$ cat src/rtl/fft_pkg.sv
// Shared types and constants for the 32-point radix-2 DIT FFT sequencer.
// Also holds the butterfly address helper used by the issue logic.
package fft_pkg;

    localparam int N_POINTS = 32;
    localparam int LOG2_N   = 5;
    localparam int TW_W     = 16;
    localparam int N_BFLY   = N_POINTS / 2;

    typedef logic [LOG2_N-1:0] fft_addr_t;
    typedef logic [LOG2_N-2:0] fft_bfly_t;

    typedef enum logic [1:0] {
        IDLE  = 2'd0,
        ISSUE = 2'd1,
        DRAIN = 2'd2,
        DONE  = 2'd3
    } fft_seq_state_t;

    typedef struct packed {
        fft_addr_t a;
        fft_addr_t b;
        fft_addr_t tw;
    } fft_bfly_addr_t;

    // Operand pair and forward twiddle index of butterfly j in stage s.
    // The top operand is the group base (grp * 2 * span) plus the position
    // inside the group; the bottom operand sits one span above it.
    function automatic fft_bfly_addr_t fft_bfly_addr(input logic [2:0] s, input fft_bfly_t j);
        fft_addr_t      span;
        fft_addr_t      jx;
        fft_addr_t      pos;
        fft_addr_t      grp;
        fft_bfly_addr_t res;
        jx      = {1'b0, j};
        span    = fft_addr_t'(1'b1) << s;
        pos     = jx & (span - fft_addr_t'(1'b1));
        grp     = jx >> s;
        res.a   = (grp << (s + 3'd1)) | pos;
        res.b   = res.a + span;
        res.tw  = pos << (3'(LOG2_N - 1) - s);
        return res;
    endfunction

endpackage

$ cat src/rtl/fft_seq_delay_line.sv
// Fixed-latency replay of {rd_en, rd_addr_a, rd_addr_b} so that write-back
// addresses line up with the butterfly datapath output. Never stalls.
module fft_seq_delay_line
    import fft_pkg::*;
#(
    parameter int DEPTH = 3
)
(
    input  logic      clk,
    input  logic      rst,
    input  logic      i_vld,
    input  fft_addr_t i_addr_a,
    input  fft_addr_t i_addr_b,
    output logic      o_vld,
    output fft_addr_t o_addr_a,
    output fft_addr_t o_addr_b
);

    logic      r_vld    [DEPTH];
    fft_addr_t r_addr_a [DEPTH];
    fft_addr_t r_addr_b [DEPTH];

    // Shift every cycle; reset wipes in-flight entries so no stale write-back escapes.
    always_ff @(posedge clk or posedge rst) begin
        if (rst) begin
            for (int i = 0; i < DEPTH; i++) begin
                r_vld[i]    <= 1'b0;
                r_addr_a[i] <= '0;
                r_addr_b[i] <= '0;
            end
        end else begin
            r_vld[0]    <= i_vld;
            r_addr_a[0] <= i_addr_a;
            r_addr_b[0] <= i_addr_b;
            for (int i = 1; i < DEPTH; i++) begin
                r_vld[i]    <= r_vld[i-1];
                r_addr_a[i] <= r_addr_a[i-1];
                r_addr_b[i] <= r_addr_b[i-1];
            end
        end
    end

    assign o_vld    = r_vld[DEPTH-1];
    assign o_addr_a = r_addr_a[DEPTH-1];
    assign o_addr_b = r_addr_b[DEPTH-1];

endmodule

$ cat src/rtl/fft_stage_sequencer.sv
// Address/control sequencer for an in-place 32-point radix-2 DIT FFT
// (data pre-loaded in bit-reversed order). Walks 5 stages x 16 butterflies,
// issues operand reads and twiddle indices, replays write-back addresses
// after BFLY_LATENCY cycles and drains the pipeline between stages.
// Optional feature macro: FFT_SEQ_INVERSE_EN (adds i_inverse, conjugated twiddles).
module fft_stage_sequencer
    import fft_pkg::*;
#(
    parameter int BFLY_LATENCY = 3
)
(
    input  logic                clk,
    input  logic                rst,
    input  logic                i_start,
    input  logic                i_hold,
`ifdef FFT_SEQ_INVERSE_EN
    input  logic                i_inverse,
`endif
    output logic                o_busy,
    output logic                o_done,
    output logic                o_rd_en,
    output logic [LOG2_N-1:0]   o_rd_addr_a,
    output logic [LOG2_N-1:0]   o_rd_addr_b,
    output logic [LOG2_N-1:0]   o_tw_idx,
    output logic [2:0]          o_stage,
    output logic                o_wr_en,
    output logic [LOG2_N-1:0]   o_wr_addr_a,
    output logic [LOG2_N-1:0]   o_wr_addr_b
);

    localparam logic [2:0] LAST_STAGE = 3'(LOG2_N - 1);
    localparam fft_bfly_t  LAST_BFLY  = fft_bfly_t'(N_BFLY - 1);
    localparam logic [7:0] DRAIN_LAST = 8'(BFLY_LATENCY - 1);

    fft_seq_state_t r_state;
    logic [2:0]     r_stage;
    fft_bfly_t      r_bfly;
    logic [7:0]     r_drain_cnt;
    logic           r_busy;
    logic           r_done;
    logic           r_rd_en;
    fft_addr_t      r_rd_addr_a;
    fft_addr_t      r_rd_addr_b;
    fft_addr_t      r_tw_idx;
`ifdef FFT_SEQ_INVERSE_EN
    logic           r_inverse;
`endif

    fft_bfly_addr_t w_addr;
    fft_addr_t      w_tw;

    assign w_addr = fft_bfly_addr(r_stage, r_bfly);

    // Select forward twiddle or its conjugate (N - k) mod N; k = 0 stays 0.
    always_comb begin
        w_tw = w_addr.tw;
`ifdef FFT_SEQ_INVERSE_EN
        if (r_inverse) begin
            w_tw = fft_addr_t'(1'b0) - w_addr.tw;
        end else begin
            w_tw = w_addr.tw;
        end
`endif
    end

    // Main sequencer FSM: issue, drain, done handshake; all outputs registered.
    always_ff @(posedge clk or posedge rst) begin
        if (rst) begin
            r_state     <= IDLE;
            r_stage     <= 3'd0;
            r_bfly      <= '0;
            r_drain_cnt <= 8'd0;
            r_busy      <= 1'b0;
            r_done      <= 1'b0;
            r_rd_en     <= 1'b0;
            r_rd_addr_a <= '0;
            r_rd_addr_b <= '0;
            r_tw_idx    <= '0;
`ifdef FFT_SEQ_INVERSE_EN
            r_inverse   <= 1'b0;
`endif
        end else begin
            r_busy <= (r_state == ISSUE) || (r_state == DRAIN);
            r_done <= (r_state == DONE);
            case (r_state)
                IDLE: begin
                    r_rd_en <= 1'b0;
                    if (i_start) begin
                        r_state     <= ISSUE;
                        r_stage     <= 3'd0;
                        r_bfly      <= '0;
                        r_drain_cnt <= 8'd0;
`ifdef FFT_SEQ_INVERSE_EN
                        r_inverse   <= i_inverse;
`endif
                    end else begin
                        r_state <= IDLE;
                    end
                end
                ISSUE: begin
                    if (i_hold) begin
                        // Stall: no read this cycle, counter frozen.
                        r_rd_en <= 1'b0;
                    end else begin
                        r_rd_en     <= 1'b1;
                        r_rd_addr_a <= w_addr.a;
                        r_rd_addr_b <= w_addr.b;
                        r_tw_idx    <= w_tw;
                        if (r_bfly == LAST_BFLY) begin
                            r_state     <= DRAIN;
                            r_bfly      <= '0;
                            r_drain_cnt <= 8'd0;
                        end else begin
                            r_bfly <= r_bfly + fft_bfly_t'(1'b1);
                        end
                    end
                end
                DRAIN: begin
                    // Wait until the stage's last write-back has been issued
                    // so the next stage never reads a stale operand.
                    r_rd_en <= 1'b0;
                    if (r_drain_cnt == DRAIN_LAST) begin
                        r_drain_cnt <= 8'd0;
                        if (r_stage == LAST_STAGE) begin
                            r_state <= DONE;
                        end else begin
                            r_state <= ISSUE;
                            r_stage <= r_stage + 3'd1;
                        end
                    end else begin
                        r_drain_cnt <= r_drain_cnt + 8'd1;
                    end
                end
                DONE: begin
                    r_rd_en <= 1'b0;
                    r_state <= IDLE;
                end
                default: begin
                    r_rd_en <= 1'b0;
                    r_state <= IDLE;
                end
            endcase
        end
    end

    fft_seq_delay_line #(
        .DEPTH    (BFLY_LATENCY)
    ) u_delay (
        .clk      (clk),
        .rst      (rst),
        .i_vld    (r_rd_en),
        .i_addr_a (r_rd_addr_a),
        .i_addr_b (r_rd_addr_b),
        .o_vld    (o_wr_en),
        .o_addr_a (o_wr_addr_a),
        .o_addr_b (o_wr_addr_b)
    );

    assign o_busy      = r_busy;
    assign o_done      = r_done;
    assign o_rd_en     = r_rd_en;
    assign o_rd_addr_a = r_rd_addr_a;
    assign o_rd_addr_b = r_rd_addr_b;
    assign o_tw_idx    = r_tw_idx;
    assign o_stage     = r_stage;

endmodule

$ cat config.mk
export PLATFORM = sky130hd
export DESIGN_NAME = fft_stage_sequencer
export DESIGN_NICKNAME = d
export VERILOG_FILES = /design/src/rtl/fft_pkg.sv /design/src/rtl/fft_seq_delay_line.sv /design/src/rtl/fft_stage_sequencer.sv
export SDC_FILE = /design/constraint.sdc
export NUM_CORES = 1
export LEC_CHECK = 0
export CAP_MARGIN = 0
export CELL_PAD_IN_SITES_DETAIL_PLACEMENT = 1
export CELL_PAD_IN_SITES_GLOBAL_PLACEMENT = 1
export CORE_MARGIN = 4
export CORE_UTILIZATION = 44
export CTS_CLUSTER_DIAMETER = 100
export DETAILED_ROUTE_END_ITERATION = 12
export GPL_TIMING_DRIVEN = 0
export PLACE_DENSITY = 0.78
export SLEW_MARGIN = 0
export SYNTH_ARGS = -nofsm -noshare
export SYNTH_HDL_FRONTEND = slang
export SYNTH_SLANG_ARGS = --single-unit
$ cat constraint.sdc
create_clock -name clk -period 3.9 [get_ports clk]
set_input_delay 0.39 -clock clk [delete_from_list [all_inputs] [get_ports clk]]
set_output_delay 0.39 -clock clk [all_outputs]
set_load 0.01 [all_outputs]
==> impl_metrics.tcl <==
set metrics [dict create \
    leakage_uw 0.00183 \
    netlist_area_sq_um 3250 \
    finalWeightedCongestion 0.861 \
    holdCritPathClass "register to register" \
    dieArea_sq_um 8830 \
    crit_top_cell "ha_1" \
    max_stage_delay_ps 490 \
    finClkSkew_ps 5.97 \
    reg2reg_depth 14 \
    crit_required_ps 4120 \
    detail-route-antenna-nets 0 \
    cts_buffer_depth 2 \
    gr-total-overflow 0 \
    slowest_stage "dfrtp_1" \
    start_kind "register" \
    clk_latency_ps 350 \
    power.total_uw 3110 \
    yosysTopAreaCellShare_pct 52.3 \
    netlist_top_cells_area "dfrtp_1, ha_1, nand2_1" \
    fmax_mhz 290 \
    start_util_pct 45.1 \
    synth_seq_area_share_pct 52.3 \
    rsz0062_at_grt "no" \
    synth-seq-cells 68 \
    status "finished, final reports clean" \
    dpl.hpwl_microns 5450 \
    antenna_found_initial 0 \
    synth_top_cell_by_area "dfrtp_1" \
    dieWidth_microns 94.0 \
    yosysUniqueCellTypes 61 \
    cts-root-buf "clkbuf_8" \
    maxSlewViolCount 0 \
    cts.sinks 68 \
    avgSynthCellArea_sq_um 10.9 \
    crit_path_cell_trace "buf_4 -> inv_1 -> ha_1 -> ha_1 -> or2_2 -> o2bb2ai_1 -> nand2_1 -> o221ai_2 -> ha_1 -> nand2b_1 -> a21oi_1 -> xor2_1 -> xnor2_1 -> o21ai_1" \
    io_buffers 35 \
    drc 0 \
    die_y_microns 94.0 \
    first_pass_iters 4 \
    async_flop_share_pct 100 \
    cts_htree_levels 3 \
    rows 31 \
    worst_slew_pin_slew_ps 573 \
    max_cap_violations 0 \
    clkTransAtPathRegs_ps 80 \
    relSlewSlack_pct 61.7 \
    wl_microns 7730 \
    critPathMaxFanout 10 \
    drive_above_1_share_pct 15.1 \
    postSynthCellCount 298 \
    core_area_sq_um 7210 \
    arrival_ps 3670 \
    diodes 0 \
    synthesis.nets 322 \
    grt_use_total_pct 19.3 \
    wire_per_inst_microns 17.2 \
    path_class "register to register" \
    grt_pass1_vias 2499 \
    cts_resized 0 \
    vias 2353 \
    ys_warn_count 0 \
    min_path_cells 0 \
    synth_edf_count 0 \
    crit_path_end_kind "register" \
    power.density_nw_per_um2 783 \
    grt_max_degree 44 \
    vias_per_cell 5.24 \
    first_iter_violations 59 \
    cts_tree "done" \
    area_growth_pct 22.0 \
    period_share_pct 88.5 \
    tns_ps 0 \
    peakVddDrop_mv 0.292 \
    io_pins 36 \
    grt_pass1_wl_microns 12900 \
    fin_crit_ps 3450 \
    cts_setup_buffers 0 \
    synthFlopType "dfrtp_1" \
    nets 369 \
    setup_viol 0 \
    hold_viol_final 0 \
    hold_buffers 0 \
    numCtsBuffers 9 \
]
## worst max-delay path: cells and delay by family, from the launching register on
family | cells | cell delay (ps)
simple gates | 3 | 540
compound gates | 4 | 610
fa+ha+maj | 3 | 950
xor+xnor | 2 | 360
buf+inv | 2 | 370
flops | 1 | 490
## path summary, 6_finish.rpt
check                                 endpoint                  from  slack (ps)
setup / recovery                o_rd_addr_b[4]            o_stage[0]         450
hold / removal             u_delay.r_addr_a[8]  u_delay.r_addr_a[13]         350
setup reg to reg                o_rd_addr_b[4]            o_stage[0]         450
hold reg to reg            u_delay.r_addr_a[8]  u_delay.r_addr_a[13]         350
max in group asynchronous  u_delay.r_addr_b[6]                   rst        2860
min in group asynchronous  u_delay.o_addr_b[3]                   rst         410
## Yosys cell counts, types with 4 or more instances
cell / n
dfrtp_1: 68
nand2_1: 33
o21ai_0: 21
ha_1: 19
inv_1: 16
buf_4: 13
nor2_1: 13
nand3_1: 8
nor2b_1: 8
o31ai_1: 8
a21oi_1: 7
nand2b_1: 6
clkbuf_1: 5
mux2_2: 5
a31oi_1: 4
mux2i_1: 4
xor2_1: 4
## cells by family after synthesis
kind of cell	after synthesis	share of synthesized area, %
buf+inv	38	6.00
mux	9	2.96
flops	68	52.3
fa+ha+maj	20	7.92
simple gates	88	14.2
xor+xnor	7	1.88
compound gates	68	14.7
## routing by layer
metal | wire length [microns] | share of wire [%] | vias up | GRT usage [%]
li1 | - | - | 1120 | -
met5 | 0 | 0 | - | 0
met3 | 292 | 3.8 | 10 | 5.05
met1 | 3350 | 43 | 1181 | 24.4
met2 | 3990 | 52 | 42 | 32.6
met4 | 105 | 1.4 | 0 | 5.42
## flip-flops by register name, indices dropped and copies added (netlist names), 2 cells and up
name / count
o_rd_addr_a: 5
o_rd_addr_b: 5
o_stage: 3
o_tw_idx: 5
r_bfly: 4
r_drain_cnt: 8
r_state: 2
u_delay.o_addr_a: 5
u_delay.o_addr_b: 5
u_delay.r_addr_a: 10
u_delay.r_addr_b: 10
u_delay.r_vld: 2
## placed cells by master (no fill, tap or decap), drive strengths merged, types with 3 or more instances in the layout
cell,netlist,routed
o21ai,25,25
mux2,5,5
and3,3,3
nand2b,6,6
a21o,3,3
xor2,4,4
a31oi,4,4
mux2i,4,4
nand3,8,8
nor2,13,13
nand2,33,33
clkdlybuf4s50,0,35
ha,19,19
nor2b,9,9
xnor2,3,3
clkbuf,5,14
inv,16,18
a21oi,7,7
dfrtp,68,68
o31ai,8,8
buf,17,18
or2,3,3
## stage by stage
| step | hold WS, ps | std cells | util, % | instance area [sq um] | setup slack (ps) |
|---|---|---|---|---|---|
| after floorplan | 331 | 298 | - | 3250 | 922 |
| after global placement | 331 | 432 | 51.7 | 3730 | 621 |
| after detailed placement | 336 | 433 | 51.9 | 3750 | 472 |
| after CTS | 352 | 449 | 55.0 | 3970 | 454 |
| after global routing | 359 | 449 | 55.0 | 3970 | 233 |
| final | 348 | 449 | 55.0 | 3970 | 449 |
## where the power goes
group | switching, uW | internal [uW] | total [uW]
logic | 751 | 615 | 1370
registers | 141 | 947 | 1090
clock network | 290 | 364 | 654
total | 1180 | 1930 | 3110
## final cells by class
cell class,instances,area [sq um]
inverter,16,60.1
tap,99,124
sequential,68,1700
clock inverter,7,98.8
multi-input combinational,192,1360
buffer,22,135
clock buffer,9,124
timing repair buffer,36,370
fill,803,3240
No activity file was read; power rests on OpenSTA's default activity.
